File: src/rtl/iomem_slot_ctrl.sv
// iomem bus sequencer: claims one address page, forwards each hit to one of NSLOTS
// register slots, and answers with the slot's data or an error after a bounded wait.
module iomem_slot_ctrl #(
  parameter int          NSLOTS    = 4,
  parameter logic [7:0]  BASE_PAGE = 8'h03,
  parameter int          TIMEOUT   = 255,
  parameter logic [31:0] ERR_DATA  = 32'hFFFF_FFFF
) (
  input  logic                 clk,
  input  logic                 reset,
  input  logic                 iomem_valid,
  input  logic [3:0]           iomem_wstrb,
  input  logic [31:0]          iomem_addr,
  input  logic [31:0]          iomem_wdata,
  output logic                 iomem_ready,
  output logic [31:0]          iomem_rdata,
  output logic [NSLOTS-1:0]    slot_valid,
  output logic [3:0]           slot_wstrb,
  output logic [19:0]          slot_addr,
  output logic [31:0]          slot_wdata,
  input  logic [NSLOTS-1:0]    slot_ready,
  input  logic [32*NSLOTS-1:0] slot_rdata,
  output logic [7:0]           err_count,
  output logic [3:0]           err_slot
);

  localparam logic [1:0] ST_IDLE   = 2'd0;
  localparam logic [1:0] ST_ACCESS = 2'd1;
  localparam logic [1:0] ST_RESP   = 2'd2;

  localparam logic [4:0] NSLOTS_W   = 5'(NSLOTS);
  localparam logic [7:0] TIMER_LAST = 8'(TIMEOUT - 1);

  logic [1:0]        state;
  logic [7:0]        timer;
  logic [3:0]        idx_q;

  logic              hit;
  logic              idx_ok;
  logic [3:0]        req_idx;
  logic [NSLOTS-1:0] req_onehot;
  logic              sel_ready;
  logic [31:0]       sel_rdata;
  logic [7:0]        err_count_inc;

  // NOTE: every signal gets a default before the loop so no path leaves it unassigned (no latch).
  always_comb begin
    req_idx       = iomem_addr[23:20];
    hit           = iomem_valid && (iomem_addr[31:24] == BASE_PAGE);
    idx_ok        = ({1'b0, req_idx} < NSLOTS_W);
    err_count_inc = (err_count == 8'hFF) ? err_count : err_count + 8'd1;
    req_onehot    = '0;
    sel_ready     = 1'b0;
    sel_rdata     = '0;
    for (int i = 0; i < NSLOTS; i++) begin
      if (req_idx == 4'(i)) req_onehot[i] = 1'b1;
      if (idx_q == 4'(i)) begin
        sel_ready = slot_ready[i];
        sel_rdata = slot_rdata[32*i +: 32];
      end
    end
  end

  // NOTE: registered state uses non-blocking assignments so all flops update together.
  always_ff @(posedge clk) begin
    if (reset) begin
      state       <= ST_IDLE;
      timer       <= '0;
      idx_q       <= '0;
      iomem_ready <= 1'b0;
      iomem_rdata <= '0;
      slot_valid  <= '0;
      slot_wstrb  <= '0;
      slot_addr   <= '0;
      slot_wdata  <= '0;
      err_count   <= '0;
      err_slot    <= '0;
    end else begin
      iomem_ready <= 1'b0;
      case (state)
        ST_IDLE: begin
          if (hit) begin
            slot_wstrb <= iomem_wstrb;
            slot_addr  <= iomem_addr[19:0];
            slot_wdata <= iomem_wdata;
            idx_q      <= req_idx;
            timer      <= '0;
            if (idx_ok) begin
              slot_valid <= req_onehot;
              state      <= ST_ACCESS;
            end else begin
              // Unpopulated slot index: answer immediately with an error.
              iomem_rdata <= ERR_DATA;
              err_count   <= err_count_inc;
              err_slot    <= req_idx;
              iomem_ready <= 1'b1;
              state       <= ST_RESP;
            end
          end
        end
        ST_ACCESS: begin
          timer <= timer + 8'd1;
          // A ready arriving in the last allowed cycle still wins over the timeout.
          if (sel_ready) begin
            iomem_rdata <= sel_rdata;
            slot_valid  <= '0;
            iomem_ready <= 1'b1;
            state       <= ST_RESP;
          end else if (timer == TIMER_LAST) begin
            iomem_rdata <= ERR_DATA;
            err_count   <= err_count_inc;
            err_slot    <= idx_q;
            slot_valid  <= '0;
            iomem_ready <= 1'b1;
            state       <= ST_RESP;
          end
        end
        ST_RESP: state <= ST_IDLE;
        default: state <= ST_IDLE;
      endcase
    end
  end

endmodule

File: config.mk
export PLATFORM = sky130hd
export DESIGN_NAME = iomem_slot_ctrl
export DESIGN_NICKNAME = d
export VERILOG_FILES = /design/src/rtl/iomem_slot_ctrl.sv
export SDC_FILE = /design/constraint.sdc
export NUM_CORES = 1
export LEC_CHECK = 0
export BUFFER_PORTS_ARGS = -buffer_cell sky130_fd_sc_hd__buf_4
export CORE_AREA = 3 3 120 122
export DETAILED_ROUTE_END_ITERATION = 10
export DIE_AREA = 0 0 123 125
export PLACE_DENSITY_LB_ADDON = 0.2
export REMOVE_ABC_BUFFERS = 1
export SYNTH_ARGS = -nofsm -noshare
export SYNTH_HDL_FRONTEND = slang
export SYNTH_SLANG_ARGS = --single-unit
File: constraint.sdc
create_clock -name clk -period 4.8 [get_ports clk]
set_input_delay 0.24 -clock clk [delete_from_list [all_inputs] [get_ports clk]]
set_output_delay 0.24 -clock clk [all_outputs]
set_load 0.005 [all_outputs]
* Yosys cells after proc, flatten, opt, wreduce, memory -nomap -nowiden *
Cells that the tools add are included.

operators by class
  add/subtract/negate cells = 2
  reduce and logical (&&, ||, !) cells = 11
  multiplexer cells = 45
  order comparisons = 1
  eq/ne operators = 16

operators by type and width
  cell                 number
  $mux 32              8
  $pmux 32 s2          1
  $mux 8               6
  $mux 4               8
  $pmux 8 s2           2
  $add 8x1->8 const B  2
  $eq 4x2->1 const B   4
  $eq 8x8->1 const B   2
  $pmux 4 s2           2
  $mux 1               12
  $ne 2x2->1 const B   5
  $eq 4x1->1 const B   2
  $eq 8x2->1 const B   1
  $logic_not 4->1      2
  $mux 2               4
  $reduce_and 4->1     2
  $reduce_and 2->1     3
  $reduce_and 5->1     1
  $lt 4x3->1 const B   1
  $pmux 2 s2           1
  $ne 3x3->1 const B   1
  $eq 2x1->1 const B   1
  $logic_not 2->1      1
  $pmux 1 s2           1
  other kinds (2)      2

storage, ports and cells
  bits in registers = 119
  word-level logic and storage cells = 86
  output and inout bits = 105

* Longest topological paths before layout *
  depth after elaboration = 7
  gate-level depth with buffers = 8
  gate-level depth less buffers = 6

* Least setup slack after synthesis *
Ideal clock, no wire load.

  path kind = register to register
  from = register idx_q[3]
  to = register iomem_rdata[29]
  required time = 4.664 ns
  setup time = 0.136 ns
  period minus slack after synthesis = 1.990 ns
  arrival time = 1.853 ns
  setup slack = 2.810 ns
  stages on the path, launching flop included = 7
  cell sequence = dfxtp_1 or3_4 or4_1 clkbuf_2 buf_6 a221oi_1 a2111oi_2

between the ends
  word-level cells in the longest chain between the ends = 7

RTL lines
  element                                                           line  source
  start: declaration                                                36    logic [3:0] idx_q;
  start signal: assignment                                          86    idx_q <= req_idx;
  $logic_not 4->1                                                   57    if (idx_q == 4'(i)) begin
  $mux 1 or $mux 32 (tied branches) (4 in a row)                    57
  $ne 3x3->1 (no source line) or $mux 32 (tied branches)            --
  $reduce_and 4->1 (no source line) or $pmux 32 s2 (tied branches)  --
  end signal: assignment                                            105   iomem_rdata <= sel_rdata;
  end: declaration                                                  16    output logic [31:0] iomem_rdata,

Several ways; a longest one is shown, not always the timed one.
A chain may end at the register's enable or synchronous reset.

* Worst setup path after layout *
  from = register idx_q[0]
  to = register err_count[7]

between the ends
  word-level cells in the longest chain between the ends = 7

RTL lines
  element                              line  source
  $logic_not 4->1                      57
  $mux 1 (3 in a row)                  57
  $mux 1 *                             57
  $ne 2x2->1 (no source line) *        --
  $reduce_and 5->1 (no source line) *  --
  end signal: assignment               94    err_count <= err_count_inc;
  end signal: assignment               111   err_count <= err_count_inc;
  end: declaration                     23    output logic [7:0] err_count,

Every way passes the cells marked *; elsewhere a longest branch is shown, timed or not.

==> impl_metrics.tcl <==
set metrics [dict create \
    switching_share_pct 21.97 \
    die_area_um2 15380 \
    initial_core_util_pct 41.95 \
    num_rows 42 \
    path_buf_inv 1 \
    worstPathMaxFanout 32 \
    port_buffers 307 \
    gr-total-overflow 0 \
    maxSlewViolCount 0 \
    power_frac_comb_pct 7.2 \
    switchingPower_uw 560.4 \
    tightestPinTransition_ns 0.9126 \
    timing.hold.ws_ns 0.06751 \
    path_clk_slew_ns 0.06 \
    gp_congestion 0.8038 \
    critPathCaptureType "flip-flop" \
    startpoint "idx_q[0]" \
    nNetsFinal 1150 \
    clock_skew_ns 0.01069 \
    synth.area.top_cells "dfxtp_1 43%, nand2_1 10%, a21oi_1 7.6%, mux2i_1 6.1%, nor2_1 4.5%" \
    synth_cell_types 54 \
    synth-seq-cells 119 \
    cp_top_family "multiplexers" \
    yosysTopAreaCell "dfxtp_1" \
    worst_slack_ns 2.049 \
    syn_to_final_growth_pct 52.47 \
    ff2ff_setup_slack_ns 2.05 \
    syn-cell-area_um2 5578 \
    synth_edf_count 0 \
    cts_buffers 17 \
    critPathLaunchType "flip-flop" \
    drive_above_1_share_pct 40.44 \
    rsz0062_at_grt "false" \
    slowest_delay_ns 0.46 \
    grt_pass1_vias 5568 \
    reg2reg_depth 6 \
    power.share.sequential_pct 38.8 \
    crit_required_ns 5.10 \
    coreArea_um2 13300 \
    synthFlopType "dfxtp_1" \
    detailed_place_hpwl_mm 14.02 \
    fmax_mhz 363.5 \
    r2r_end "err_count[7]" \
    antenna_found_initial 0 \
    ys_seq_area_share_pct 42.71 \
    via_per_inst 5.099 \
    setup_viol 0 \
    dr.pass1.iters 4 \
    fin_crit_sh_pct 57.32 \
    arrival_ns 3.05 \
    yosysTopAreaCellShare_pct 42.71 \
    htree_levels 4 \
    fin_crit_ns 2.751 \
    p_leak_nw 3.460 \
    ys_warn_count 0 \
    dieWidth_um 123 \
    clock_latency_ns 0.42 \
    cts_tree "built" \
    grt_pass1_wl_mm 28.87 \
    synthArstFlopShare_pct 0 \
    clk_path_buf_depth 2 \
    vdd_drop_max_mv 0.2131 \
    dp.cells 1101 \
    fin_tns_setup_ns 0 \
    status "complete, no violations" \
    ant_nets 0 \
    pre_cts_ws_ns 2.022 \
    hp-class "in2reg" \
    synthTopCellsByCount "152 x nand2_1, 119 x dfxtp_1, 85 x a21oi_1, 67 x nor2_1, 34 x mux2i_1" \
    stdcell_count 1133 \
    path_cells "buf_4 > mux2_2 > a2bb2oi_2 > o21bai_2 > nor4_1 > mux2_2" \
    worst-path-stages 6 \
    hold_buffers 0 \
    yosysMostFrequentCell "nand2_1" \
    dr_total_vias 5777 \
    post-route-drc-count 0 \
    relSlewSlack_pct 38.74 \
    worstSetupPathType "reg2reg" \
    postSynthCellCount 660 \
    worstReg2RegStart "idx_q[0]" \
    syn_area_per_cell_um2 8.451 \
    cts_setup_buffers 0 \
    power.internal_mw 1.990 \
    stdcell_area_um2 8504 \
    diodes 0 \
    grt_max_degree 69 \
    drtIter0Drc 413 \
    wirelength_mm 19.07 \
    die_h_um 125 \
    pin_count 308 \
    cpMostUsedCell "mux2_2" \
    grtUsageTotal_pct 23.59 \
    cts_sinks 119 \
    slowest_stage "buf_4" \
    post_cts_resized 0 \
    drv_cap 0 \
    p_clk_share_pct 54.0 \
    endpoint "err_count[7]" \
    dpl-instance-area_um2 7864 \
    hold_viol 0 \
    power.density_nw_per_um2 299.9 \
    clock-root-buffer "clkbuf_16" \
    routedWlPerCell_um 16.83 \
]
[logic make-up (layout without fill, tap and decap cells)]
| logic type | Yosys count | count (layout) | synth area share [%] |
|---|---|---|---|
| buf+inv | 57 | 354 | 6.034 |
| xor+xnor | 2 | 2 | 0.3141 |
| simple gates | 276 | 276 | 21.58 |
| fa+ha+maj | 3 | 3 | 0.6730 |
| compound gates | 163 | 163 | 21.38 |
| mux | 40 | 40 | 7.313 |
| flops | 119 | 119 | 42.71 |
[flip-flops by register name, indices dropped and copies added (netlist names)]
name,count
iomem_rdata,32
err_slot,4
slot_wstrb,4
slot_wdata,32
state,2
idx_q,4
slot_addr,20
iomem_ready,1
slot_valid,4
timer,8
err_count,8
[per-stage QoR]
stage	utilization, %	total power [mW]
after floorplan	-	1.038
after global placement	59.15	1.196
after CTS	63.97	2.573
final	63.97	2.551
after detailed placement	59.15	1.196
after global routing	63.97	2.630
[area by class of cell]
cell class                      count  area, um^2
Tap cell                          176       220.2
Multi-Input combinational cell    484        2865
Fill cell                        1228        4791
Clock inverter                     15       215.2
Sequential cell                   119        2384
Timing Repair Buffer              316        2372
Inverter                            6       22.52
Clock buffer                       17       425.4
[worst min-delay path by stage]
stage | from | to | slack (ns) | depth (start not counted)
after floorplan | reset | iomem_rdata[10] | 0.31 | 1
after global placement | slot_wdata[19] | slot_wdata[19] | 0.44 | 2
after detailed placement | slot_wdata[7] | slot_wdata[7] | 0.45 | 2
after CTS | iomem_addr[5] | slot_addr[5] | 0.05 | 3
after global routing | iomem_wstrb[2] | slot_wstrb[2] | 0.06 | 3
final | iomem_wdata[14] | slot_wdata[14] | 0.07 | 3
[worst register-to-register path, stage by stage (launching register included)]
cell and delay, ns:
dfxtp_2 0.40, buf_4 0.46, mux2_2 0.43, a2bb2oi_2 0.31, o21bai_2 0.28, nor4_1 0.38
mux2_2 0.37
[layer usage]
metal	up-vias	wire length (um)	track usage [%]
li1	2908	-	-
met1	2648	7292	26.57
met2	195	10120	42.75
met3	26	1256	5.285
met4	0	401	8.990
met5	-	0	0
[power by group through the flow]
stage | logic (mW) | registers (mW) | clock network (mW)
finish | 0.184 | 0.990 | 1.38
global route | 0.198 | 0.990 | 1.44
CTS | 0.185 | 0.990 | 1.40
detailed placement | 0.184 | 1.01 | 0
global placement | 0.184 | 1.01 | 0
floorplan | 0.0262 | 1.01 | 0
[placed cells by master, fill, tap and decap left out, types with 4 or more instances in the layout]
| master | instances |
|---|---|
| a2111oi_0 | 4 |
| a2111oi_2 | 9 |
| a211o_1 | 4 |
| a21oi_1 | 85 |
| a221oi_1 | 9 |
| a221oi_2 | 7 |
| a311oi_1 | 17 |
| buf_4 | 316 |
| bufinv_16 | 4 |
| clkbuf_16 | 17 |
| dfxtp_1 | 118 |
| inv_1 | 6 |
| inv_6 | 6 |
| mux2_2 | 6 |
| mux2i_1 | 34 |
| nand2_1 | 152 |
| nand3_1 | 10 |
| nand4_1 | 6 |
| nor2_1 | 65 |
| nor2_2 | 4 |
| nor2b_1 | 7 |
| nor3_1 | 5 |
| nor4_1 | 5 |
| o21ai_0 | 9 |
Power figures use the tool's default switching activity.
